===== src/rtl/sb_config_loader.sv =====
// sb_config_loader: streams (tile, word) pairs or a bulk clear onto a shared config bus with one-hot strobes; ports: clk/reset, start/clear/num_words control, bs_* host stream, config_data/config_en tile bus, busy/done/error/words_loaded status
module sb_config_loader #(
  parameter int NUM_TILES = 4,
  parameter int ADDR_W = 2,
  parameter int CNT_W = 8
) (
  input  logic                 clk,
  input  logic                 reset,
  input  logic                 start,
  input  logic                 clear,
  input  logic [CNT_W-1:0]     num_words,
  input  logic                 bs_valid,
  output logic                 bs_ready,
  input  logic [ADDR_W-1:0]    bs_addr,
  input  logic [31:0]          bs_data,
  output logic [31:0]          config_data,
  output logic [NUM_TILES-1:0] config_en,
  output logic                 busy,
  output logic                 done,
  output logic                 error,
  output logic [CNT_W-1:0]     words_loaded
);
  typedef enum logic [2:0] {IDLE, RECV, WRITE, CLEAR, DONE, ERR} state_t;
  localparam logic [NUM_TILES-1:0] ONE = NUM_TILES'(1);
  localparam logic [ADDR_W-1:0] LAST = ADDR_W'(NUM_TILES - 1);
  state_t r_state;
  logic [CNT_W-1:0] r_num;
  logic [ADDR_W-1:0] r_idx;
  logic [CNT_W-1:0] w_next;
  logic w_addr_ok;
  assign w_next = words_loaded + CNT_W'(1);
  assign w_addr_ok = {1'b0, bs_addr} < (ADDR_W + 1)'(NUM_TILES);
  always_ff @(posedge clk) begin
    if (reset) begin
      r_state <= IDLE;
      r_num <= '0;
      r_idx <= '0;
      config_data <= '0;
      config_en <= '0;
      bs_ready <= 1'b0;
      busy <= 1'b0;
      done <= 1'b0;
      error <= 1'b0;
      words_loaded <= '0;
    end else begin
      done <= 1'b0;
      config_en <= '0;
      case (r_state)
        IDLE, ERR: begin
          if (start) begin
            error <= 1'b0;
            words_loaded <= '0;
            r_state <= IDLE;
            if (num_words != '0) begin
              r_num <= num_words;
              r_state <= RECV;
              bs_ready <= 1'b1;
              busy <= 1'b1;
            end else begin
              done <= 1'b1;
            end
          end else if (clear) begin
            error <= 1'b0;
            r_idx <= '0;
            config_data <= '0;
            config_en <= ONE;
            busy <= 1'b1;
            r_state <= CLEAR;
          end
        end
        RECV: begin
          if (bs_valid) begin
            bs_ready <= 1'b0;
            if (w_addr_ok) begin
              config_data <= bs_data;
              config_en <= ONE << bs_addr;
              r_state <= WRITE;
            end else begin
              error <= 1'b1;
              busy <= 1'b0;
              r_state <= ERR;
            end
          end
        end
        WRITE: begin
          words_loaded <= w_next;
          if (w_next == r_num) begin
            done <= 1'b1;
            r_state <= DONE;
          end else begin
            bs_ready <= 1'b1;
            r_state <= RECV;
          end
        end
        CLEAR: begin
          if (r_idx == LAST) begin
            done <= 1'b1;
            r_state <= DONE;
          end else begin
            r_idx <= r_idx + 1'b1;
            config_en <= ONE << (r_idx + 1'b1);
          end
        end
        DONE: begin
          busy <= 1'b0;
          r_state <= IDLE;
        end
        default: r_state <= IDLE;
      endcase
    end
  end
endmodule

===== config.mk =====
export PLATFORM = sky130hd
export DESIGN_NAME = sb_config_loader
export DESIGN_NICKNAME = d
export VERILOG_FILES = /design/src/rtl/sb_config_loader.sv
export SDC_FILE = /design/constraint.sdc
export NUM_CORES = 1
export LEC_CHECK = 0
export ABC_CLOCK_PERIOD_IN_PS = 2500
export BUFFER_PORTS_ARGS = -buffer_cell sky130_fd_sc_hd__buf_2
export CELL_PAD_IN_SITES_DETAIL_PLACEMENT = 2
export CELL_PAD_IN_SITES_GLOBAL_PLACEMENT = 2
export CORE_MARGIN = 3
export CORE_UTILIZATION = 27
export DETAILED_ROUTE_END_ITERATION = 10
export PLACE_DENSITY_LB_ADDON = 0.08
export SETUP_SLACK_MARGIN = 0.4
export SLEW_MARGIN = 15
export SYNTH_ARGS = -nofsm -noshare
export SYNTH_HDL_FRONTEND = slang
export SYNTH_SLANG_ARGS = --single-unit

===== constraint.sdc =====
create_clock -name clk -period 2.5 [get_ports clk]
set_input_delay 0.375 -clock clk [delete_from_list [all_inputs] [get_ports clk]]
set_output_delay 0.375 -clock clk [all_outputs]
set_load 0.03 [all_outputs]

; Word level (Yosys, flattened, before mapping)
; Index checks and enable logic that the tools add are counted.
[classes]
addsub = 2
n_eq_ne = 17
shift = 2
mux = 37
reduce_logical = 17
[ops]
columns = op, count
row1 = 2-to-1 mux 32 bit, 3
row2 = case mux 32 bit (2 select lines), 1
row3 = "!= test 2 bit, second input constant", 8
row4 = case mux 8 bit (2 select lines), 1
row5 = 2-to-1 mux 1 bit, 15
row6 = 2-to-1 mux 3 bit, 5
row7 = case mux 3 bit (4 select lines), 1
row8 = case mux 4 bit (3 select lines), 1
row9 = nonzero test 2 bit, 5
row10 = AND reduction 3 bit, 3
row11 = "adder 8 x 1 -> 8 bit, second input constant", 1
row12 = == test 8 bit, 1
row13 = 2-to-1 mux 4 bit, 2
row14 = 2-to-1 mux 8 bit, 1
row15 = AND reduction 4 bit, 2
row16 = nonzero test 8 bit, 1
row17 = "<< shifter 1 x 2 -> 4 bit, first input constant", 2
row18 = "== test 3 x 2 -> 1 bit, second input constant", 2
row19 = "== test 3 bit, second input constant", 2
row20 = 2-to-1 mux 2 bit, 3
row21 = "!= test 3 bit, second input constant", 2
row22 = case mux 1 bit (3 select lines), 2
row23 = AND reduction 5 bit, 1
row24 = case mux 2 bit (2 select lines), 1
row25 = 8 further kinds, 9
[totals]
register_bits = 61
out_inout_bits = 48

; Logic depth before layout (Yosys ltp)
; Gate-level depths: netlist of the first run.
[logic_depth]
ltp_word = 4
mapped_depth = 9
depth_no_buf = 7

; Worst setup path before layout of the first run
; No wires, ideal clock.
[synth_path]
path_kind = register -> register
start = reg words_loaded[0]
end = reg r_state[2]
setup_time_ns = 0.127
arrival_ns = 1.911
setup_slack_ns = 0.462
stages_incl_launch_ff = 8
path_buffers = 0
cell_sequence = dfxtp_1 ha_1 nand3_1 o22ai_1 o32ai_1 a21oi_1 nor3_1 or3_1
[synth_between]
elab_chain_len = 4
[synth_lines]
columns = item, line
row1 = start: declaration, 21  ; output logic [CNT_W-1:0] words_loaded
row2 = start signal: assignment, 86  ; words_loaded <= w_next;
row3 = adder 8 x 1 -> 8 bit, 31  ; assign w_next = words_loaded + CNT_W'(1);
row4 = == test 8 bit, 87  ; if (w_next == r_num) begin
row5 = 2-to-1 mux 3 bit, 87
row6 = case mux 3 bit (4 select lines), 48  ; case (r_state)
row7 = end signal: assignment, 35  ; r_state <= IDLE;
row8 = end signal: assignment, 53  ; r_state <= IDLE;
row9 = end signal: assignment, 89  ; r_state <= DONE;
row10 = end: declaration, 26  ; state_t r_state;
; Every way passes these cells.
; A chain may end at the register's enable or synchronous reset.

; Worst setup path after layout of the first run
[layout_path]
start = reg words_loaded[2]
end = reg r_state[2]
; Same word-level chain as after synthesis.

==> results.cfg, run 1 <==
[status]
status = finished clean

[placed_design]
gp_congestion = 0.806
io_buffers = 93
place_area_sq_um = 3400
hpwl_um = 7150
dp_cells = 577

[cts]
cts.htree.levels = 3
cts-resized-gates = 0
cts_buffers = 9
cts_buffer_depth = 2
cts.reportedPaths.clkPinSlew_ns = 0.07
holdBufCountCts = 0
cts_tree = yes
cts.sinks = 60
clk_root_buffer_cell = clkbuf_8
clkLatencyLatePin_ns = 0.34
cts_setup_buffers = 0

[layout]
antennaDiodeCount = 0
syn_to_final_growth_pct = 27.7
stdcell_area_sq_um = 3620
final_nets = 508
drive_gt1_share_pct = 27.2
utilization_pct = 36.2
stdcell_count = 593

[worst_setup_path]
cp_max_fo = 9
worstSetupEndpoint = r_state[2]
r2r_slack_ns = 0.62
critical_path.max_stage_delay_ns = 0.48
timing.rr.end = r_state[2]
crit_chain = nand3_1, mux2_2, mux2i_1, o2111ai_1, nor3_2, or3_1
slowest_stage = dfxtp_1
cp-start-kind = flip-flop
required_ns = 2.71
reg2regPathDepth = 6
end_kind = flip-flop
reg2reg_from = words_loaded[2]
critPathLaunch = words_loaded[2]
crit_arrival_ns = 2.10
critPathKind = flip-flop to flip-flop

[sta]
post-route-min-period_ns = 1.88
finalSetupViolations = 0
fmax_ghz = 0.531
rsz0062_at_grt = no
drv_slew = 0
whs_ns = 0.290
skew_ns = 0.00818
finalCritPeriodShare_pct = 75.3
setup_tns_ns = 0
final-hold-violation-count = 0

[power_and_ir_drop]
p_comb_share_pct = 36.8
swShare_pct = 40.5
power_density_nw_per_um2 = 909
p_clk_share_pct = 27.6
ir_drop_mv = 0.287
power_leakage_nw = 1.52
switchingPower_mw = 1.33
internal_power_mw = 1.96
p_seq_share_pct = 35.6

[global_routing]
grt_usage_pct = 17.1
antenna_found_initial = 0
grt_first_pass_wirelength_um = 15700
grt_pass1_vias = 3115
gr-total-overflow = 0
grt_max_degree = 33

[detailed_routing]
ant_nets = 0
route.detailed.drc = 0
routedWlPerCell_um = 16.4
wl_um = 9720
via_per_inst = 4.98
drt-pass1-iter-count = 4
via_count = 2952
drt_iter0_markers = 116

[yosys]
synth_ff_type = dfxtp_1
synth_nets = 419
ys_seq_area_share_pct = 42.4
synth_area_per_cell_sq_um = 7.74
synth_cell_types = 42
yosys_warnings = 0
synth_edf_count = 0
yosys_register_bits = 60
syn_inst = 366
syn_area_sq_um = 2830
async_flop_share_pct = 0

[floorplanning]
core-area_sq_um = 10000
die_h_um = 108
initial_core_util_pct = 28.3
die_area_sq_um = 11800
die_w_um = 108
floorplan.rows = 36
io_pins = 95

[worst_hold_path]
hold_start = bs_data[6]
min_path_type = input pin to flip-flop

[job]
max-cap-violations = 0
[per-stage QoR]
step | worst slack (ns) | power, mW
floorplan | 0.462 | 2.05
global placement | 0.567 | 2.39
detailed placement | 0.461 | 2.41
CTS | 0.473 | 3.35
global route | 0.406 | 3.55
finish | 0.618 | 3.29
[synth_stat cells, drive strengths merged (3+ instances only)]
cell	instances	area (sq um)
inv	6	22.5
or3	9	56.3
nor3	9	45.0
ha	6	75.1
a22oi	3	22.5
buf	12	91.3
clkbuf	13	48.8
o21ai	8	40.0
and2	6	37.5
a21oi	62	310
nand4	3	18.8
nand3	38	190
xnor2	5	43.8
nand2b	3	18.8
nor2	27	106
dfxtp	60	1200
nor2b	4	25.0
nand2	59	221
xor2	6	52.6
[cells by family (layout without fill, tap and decap cells)]
logic type               after synthesis  after routing  share of synthesized area (%)
other                                  1              1                          0.132
XOR/XNOR                              11             11                           3.40
flip-flops                            60             60                           42.4
adder cells (fa/ha/maj)                6              6                           2.65
AND/OR/NAND/NOR                      168            168                           27.9
multiplexers                           2              2                          0.751
AO/OA/AOI/OAI                         87             87                           17.0
buffers and inverters                 31            125                           5.74
[layout by cell type (no fill, tap or decap), drive strengths merged, types with 2 or more instances in the layout]
master,synthesis,routed
nor4,2,2
nor2b,4,4
buf,12,103
o21ai,8,8
ha,6,6
a31oi,2,2
nand3b,2,2
o32ai,2,2
inv,6,6
xor2,6,6
nor3,9,9
clkbuf,13,12
nand2b,3,3
or3,9,9
nand2,59,59
nand4,3,3
dfxtp,60,60
and2,6,6
a22oi,3,3
nand3,38,38
a211oi,2,2
o22ai,2,2
clkinv,0,2
a21oi,62,62
and3,2,2
xnor2,5,5
nor2,27,27
[worst min-delay path by stage]
stage / endpoint / slack, ns / cells after the start
5_1_grt: config_data[26] / 0.27 / 3
4_1_cts: config_data[27] / 0.27 / 3
6_report: config_data[6] / 0.29 / 3
2_1_floorplan: r_num[1] / 0.45 / 2
3_3_place_gp: config_data[30] / 0.43 / 2
3_5_place_dp: config_data[8] / 0.45 / 2
[power by group through the flow]
stage,Clock [mW],Combinational (mW),Sequential [mW]
finish,0.909,1.21,1.17
global route,0.987,1.37,1.19
CTS,0.950,1.23,1.17
detailed placement,0,1.22,1.19
global placement,0,1.20,1.19
floorplan,0,0.736,1.31
[registers in the layout (all words and copies together) (netlist names)]
| register | cells |
|---|---|
| r_state | 3 |
| r_num | 8 |
| busy | 1 |
| words_loaded | 8 |
| r_idx | 2 |
| done | 1 |
| config_data | 32 |
| bs_ready | 1 |
| config_en | 4 |
[layer usage]
| metal | track usage, % | vias up | routed length [um] |
|---|---|---|---|
| li1 | - | 1440 | - |
| met2 | 29.8 | 62 | 4870 |
| met4 | 4.06 | 0 | 84 |
| met5 | 0 | - | 0 |
| met3 | 5.13 | 8 | 554 |
| met1 | 20.6 | 1442 | 4210 |
[area by class of cell]
type                       instances  area (sq um)
clock buffer                      12           155
clock inverter                     4          47.5
fill                            1220          6380
inverter                           6          22.5
multi-input combinational        275          1480
sequential                        60          1200
tap                              133           166
timing repair buffer             103           544
[critical path: cells and delay by family, from the launching register on]
family | cells | cell delay (ns)
simple gates | 3 | 0.66
flops | 1 | 0.48
mux | 2 | 0.34
compound gates | 1 | 0.28
Note: power is estimated with default switching activity, not from simulation.
==> run 2, diff against run 1 <==
--- a/config.mk
+++ b/config.mk
@@ -5,12 +5,12 @@
 export SDC_FILE = /design/constraint.sdc
 export NUM_CORES = 1
 export LEC_CHECK = 0
-export ABC_CLOCK_PERIOD_IN_PS = 2500
+export ABC_CLOCK_PERIOD_IN_PS = 1520
 export BUFFER_PORTS_ARGS = -buffer_cell sky130_fd_sc_hd__buf_2
 export CELL_PAD_IN_SITES_DETAIL_PLACEMENT = 2
 export CELL_PAD_IN_SITES_GLOBAL_PLACEMENT = 2
 export CORE_MARGIN = 3
-export CORE_UTILIZATION = 27
+export CORE_UTILIZATION = 25
 export DETAILED_ROUTE_END_ITERATION = 10
 export PLACE_DENSITY_LB_ADDON = 0.08
 export SETUP_SLACK_MARGIN = 0.4
==> constraint.sdc (replaced) <==
create_clock -name clk -period 1.52 [get_ports clk]
set_input_delay 0.228 -clock clk [delete_from_list [all_inputs] [get_ports clk]]
set_output_delay 0.228 -clock clk [all_outputs]
set_load 0.03 [all_outputs]
==> run 2 against run 1 <==
Compared with the run above:
- hold slack lost 0.16 ns
- core utilization increased by 8.7 points
- global-route usage increased by 1.8 points
- combinational power grew to 2.8 times the previous value
- critical endpoint is now config_data[20]
- wire length up 26%
- the flow now finishes with violations (setup timing)
- clock skew down 0.0044 ns
- sequential share of layout area fell by 7.8 points
- fmax rose by 7.7%
- clock power rose by 130%
- critical path type unchanged
==> results.cfg, run 2 (synthesis gave the netlist of run 1 again) <==
[floorplanning]
floorplan.rows = 38
die_w_um = 112
initial_core_util_pct = 25.9
core-area_sq_um = 10900
die_h_um = 112
die_area_sq_um = 12600
io_pins = 95

[power_and_ir_drop]
swShare_pct = 38.9
p_comb_share_pct = 45.5
power_leakage_nw = 1.98
p_clk_share_pct = 28.2
p_seq_share_pct = 26.3
power_density_nw_per_um2 = 1530
switchingPower_mw = 2.91
ir_drop_mv = 0.553
internal_power_mw = 4.58

[layout]
utilization_pct = 44.9
top_regs = config_data: 32 flops, r_num: 8 flops, words_loaded: 8 flops
regMostFlops = config_data
antennaDiodeCount = 0
drive_gt1_share_pct = 54.5
largest_register_ffs = 32
syn_to_final_growth_pct = 73.2
layout_common_cells = 59 x buf_2, 58 x buf_4, 44 x a21oi_1
final_common_cell = buf_2
final_nets = 554
stdcell_area_sq_um = 4910

[sta]
final-hold-violation-count = 0
whs_ns = 0.133
finalCritPeriodShare_pct = 115
skew_ns = 0.00380
finalSetupViolations = 41
post-route-min-period_ns = 1.75
rsz0062_at_grt = yes
setup_tns_ns = -6.47
fmax_ghz = 0.572
drv_slew = 0
setup_ws_ns = -0.227

[cts]
holdBufCountCts = 0
cts.sinks = 60
clk_root_buffer_cell = clkbuf_16
cts.htree.levels = 3
cts_buffers = 9
clkLatencyLatePin_ns = 0.34
cts.reportedPaths.clkPinSlew_ns = 0.05
cts_buffer_depth = 2
cts_tree = yes

[global_routing]
antenna_found_initial = 0
grt_pass1_vias = 3590
grt_first_pass_wirelength_um = 18800
grt_usage_pct = 18.9
grt_max_degree = 34
gr-total-overflow = 0

[placed_design]
place_area_sq_um = 3800
hpwl_um = 7570
gp_congestion = 0.771
io_buffers = 93

[detailed_routing]
met1Wirelength_um = 5620
drt-pass1-iter-count = 4
wl_met2_um = 5970
wl_um = 12300
dr_wl_met3_um = 479
route.detailed.drc = 0
drt_iter0_markers = 126
via_per_inst = 4.89
highest_layer = met4
via_count = 3156
routedWlPerCell_um = 19.0
ant_nets = 0

[worst_setup_path]
cp_max_fo = 8
reg2regPathDepth = 7
critPathKind = flip-flop to flip-flop
reg2reg_from = r_state[0]
crit_arrival_ns = 1.95
r2r_slack_ns = -0.23
end_kind = flip-flop
required_ns = 1.72
cp-start-kind = flip-flop
timing.rr.end = config_data[20]

[job]
max-cap-violations = 0

[status]
violations = setup timing
status = finished, violations left

[worst_hold_path]
min_path_type = input pin to flip-flop
hold_start = bs_data[21]
hold_path_depth = 3
hold_path_end = config_data[21]
-- run 2: cell types whose count changed in the layout (fill, tap and decap cells not counted), sizes merged --
cell      change
clkinv        -1
clkinvlp      +1
buf          +39
bufinv        -1
clkbuf        +9
inv           -1
-- run 2: metrics by stage --
stage / instances / setup WS (ns) / power, mW
2_1_floorplan: 366 / -0.0906 / 3.59
5_1_grt: 646 / -0.268 / 7.93
3_5_place_dp: 613 / -0.219 / 4.43
4_1_cts: 636 / -0.117 / 6.94
6_report: 646 / -0.227 / 7.49
3_3_place_gp: 613 / -0.165 / 4.38
-- run 2: power by group through the flow --
stage / clock, mW / sequential [mW] / combinational, mW
final: 2.12 / 1.97 / 3.41
after global routing: 2.23 / 2.00 / 3.70
after CTS: 2.18 / 1.93 / 2.83
after detailed placement: 0 / 1.95 / 2.48
after global placement: 0 / 1.94 / 2.44
after floorplan: 0 / 2.17 / 1.42
-- run 2: worst max-delay path by stage --
stage	slack [ns]	depth (start not counted)	to	start
2_1_floorplan	-0.09	7	r_state[2]	words_loaded[0]
3_3_place_gp	-0.17	8	config_data[16]	start
3_5_place_dp	-0.22	8	config_data[6]	start
4_1_cts	-0.12	7	config_data[15]	r_state[0]
5_1_grt	-0.27	7	config_data[25]	r_state[0]
6_report	-0.23	7	config_data[20]	r_state[0]
-- run 2: area by class of cell --
| type | instances | area, sq um |
|---|---|---|
| fill | 1202 | 6030 |
| multi-input combinational | 275 | 1950 |
| sequential | 60 | 1250 |
| timing repair buffer | 149 | 1190 |
| clock buffer | 14 | 297 |
| tap | 140 | 175 |
| inverter | 6 | 26.3 |
| clock inverter | 2 | 12.5 |
-- run 2: metal layers --
metal | up-vias | track usage, %
met5 | - | 0
met4 | 0 | 7.61
met3 | 12 | 4.10
met2 | 66 | 32.1
met1 | 1539 | 23.3
li1 | 1539 | -
-- run 2: timing repair --
item                       in CTS  in global routing
setup endpoints to repair      74                 90
buffers inserted                6                  6
gates cloned                    1                  4
gates resized for setup        52                134
pin swaps                       7                 39
-- run 2: worst max-delay path: stages (launching register included) --
cell and delay (ns):
dfxtp_2 0.32, or3b_4 0.37, a21oi_2 0.16, a31oi_2 0.07
or2_4 0.34, clkbuf_16 0.20, nand2_1 0.08, a21oi_1 0.06
==> run 3, diff against run 2 <==
--- a/config.mk
+++ b/config.mk
@@ -12,7 +12,7 @@
 export CORE_MARGIN = 3
 export CORE_UTILIZATION = 25
 export DETAILED_ROUTE_END_ITERATION = 10
-export PLACE_DENSITY_LB_ADDON = 0.08
+export PLACE_DENSITY_LB_ADDON = 0.1
 export SETUP_SLACK_MARGIN = 0.4
 export SLEW_MARGIN = 15
 export SYNTH_ARGS = -nofsm -noshare
==> run 3 against run 2 <==
Compared with the run above:
- register-to-register slack got worse by 0.04 ns
- highest routed layer unchanged
- sequential share of layout area decreased by 2.9 points
- clock-buffer cell count decreased by 2
- the flow still finishes with violations (setup timing)
- largest power group unchanged
==> results.cfg, run 3 (synthesis gave the netlist of run 1 again) <==
[status]
status = finished, violations left
violations = setup timing

[global_routing]
antenna_found_initial = 0
grt_first_pass_wirelength_um = 19400
grt_pass1_vias = 3614
grt_max_degree = 33
gr-total-overflow = 0
grt_usage_pct = 19.4

[detailed_routing]
via_count = 3415
wl_um = 14100
via_per_inst = 5.07
drt_iter0_markers = 122
routedWlPerCell_um = 20.9
drt-pass1-iter-count = 4
ant_nets = 0
route.detailed.drc = 0

[layout]
largest_register_ffs = 32
antennaDiodeCount = 0
regMostFlops = config_data
top_regs = config_data: 32 flops, r_num: 8 flops, words_loaded: 8 flops
seqCellArea_sq_um = 1260
layout_common_cells = 74 x buf_4, 53 x buf_2, 38 x buf_6
multi_input_area_sq_um = 2360
n_fill_cell = 1120
syn_to_final_growth_pct = 97.5
final_common_cell = buf_4
final_nets = 582
drive_gt1_share_pct = 70.0

[worst_setup_path]
reg2regPathDepth = 7
timing.rr.end = config_data[28]
critPathKind = flip-flop to flip-flop
reg2reg_from = r_state[0]
required_ns = 1.73
crit_arrival_ns = 2.00
r2r_slack_ns = -0.27
cp_max_fo = 8
end_kind = flip-flop
cp-start-kind = flip-flop

[sta]
finalCritPeriodShare_pct = 118
drv_slew = 0
setup_tns_ns = -9.82
final-hold-violation-count = 0
finalSetupViolations = 57
post-route-min-period_ns = 1.79
fmax_ghz = 0.558
rsz0062_at_grt = yes
skew_ns = 0.00656
setup_ws_ns = -0.272

[worst_hold_path]
hold_path_depth = 3
hold_start = bs_data[22]
min_path_type = input pin to flip-flop
hold_path_end = config_data[22]

[cts]
cts.reportedPaths.clkPinSlew_ns = 0.06
clk_root_buffer_cell = clkbuf_16
cts.sinks = 60
cts_buffers = 9
holdBufCountCts = 0
cts_tree = yes
cts.htree.levels = 3
clkLatencyLatePin_ns = 0.34
cts_buffer_depth = 2

[power_and_ir_drop]
switchingPower_mw = 3.53
internal_power_mw = 4.98
p_clk_share_pct = 22.9
swShare_pct = 41.5
p_comb_share_pct = 53.4
ir_drop_mv = 0.538
p_seq_share_pct = 23.7
power_density_nw_per_um2 = 1520
power_leakage_nw = 2.23

[placed_design]
place_ws_ns = -0.238
io_buffers = 93
hpwl_um = 7910
gp_congestion = 0.776

[floorplanning]
initial_core_util_pct = 25.9
io_pins = 95
die_w_um = 112
die_h_um = 112
core-area_sq_um = 10900
floorplan.rows = 38
die_area_sq_um = 12600

[job]
max-cap-violations = 0
-- run 3: power groups by stage --
| stage | sequential, mW | clock [mW] | combinational (mW) |
|---|---|---|---|
| after global placement | 1.95 | 0 | 2.47 |
| after detailed placement | 1.96 | 0 | 2.54 |
| after CTS | 1.96 | 1.98 | 3.43 |
| final | 2.02 | 1.95 | 4.54 |
| after global routing | 2.05 | 2.09 | 4.83 |
| after floorplan | 2.17 | 0 | 1.42 |
-- run 3: final cells by class --
| type | instances | area share [%] |
|---|---|---|
| multi-input cells | 276 | 42.3 |
| repair buffers | 176 | 26.7 |
| flip-flops and latches | 60 | 22.6 |
| clock buffers | 12 | 4.40 |
| well taps | 140 | 3.13 |
| inverters | 6 | 0.514 |
| clock inverters | 4 | 0.447 |
-- run 3: what timing repair did --
item                                    4_1_cts  5_1_grt
gates cloned                                  3        4
pin swaps                                    32       54
resized for setup                           108      216
endpoints found under the setup margin       69       99
setup buffers                                15       14
-- run 3: per-layer routing --
| metal | wire, um | GRT usage [%] | vias to the layer above |
|---|---|---|---|
| met5 | 0 | 0 | - |
| met4 | 155 | 6.89 | 0 |
| met3 | 463 | 3.99 | 11 |
| met2 | 7460 | 33.5 | 68 |
| met1 | 6020 | 23.9 | 1729 |
| li1 | - | - | 1607 |
-- run 3: stage by stage --
stage,std cells,instance area [sq um],util (%),power [mW],hold WS (ns)
final,674,5600,51.2,8.51,0.129
after global placement,622,3840,35.2,4.42,0.435
after detailed placement,622,3840,35.2,4.50,0.447
after global routing,674,5600,51.2,8.97,0.137
after floorplan,366,3000,-,3.59,0.371
after CTS,656,4720,43.2,7.36,0.139
-- run 3: worst max-delay path, cell delays in order (launching register included) --
cell       delay, ns
dfxtp_2         0.34
or3b_4          0.39
a21oi_4         0.18
a31oi_4         0.06
or2_4           0.35
clkbuf_16       0.21
nand2_2         0.07
a21oi_1         0.06
-- run 3: worst max path at each step --
stage / from / end / slack [ns] / depth (start not counted)
5_1_grt: r_state[0] / config_data[1] / -0.37 / 9
3_5_place_dp: words_loaded[0] / r_state[2] / -0.24 / 7
4_1_cts: words_loaded[1] / r_state[2] / -0.19 / 7
6_report: r_state[0] / config_data[28] / -0.27 / 7
3_3_place_gp: num_words[0] / bs_ready / -0.23 / 8
2_1_floorplan: words_loaded[0] / r_state[2] / -0.09 / 7
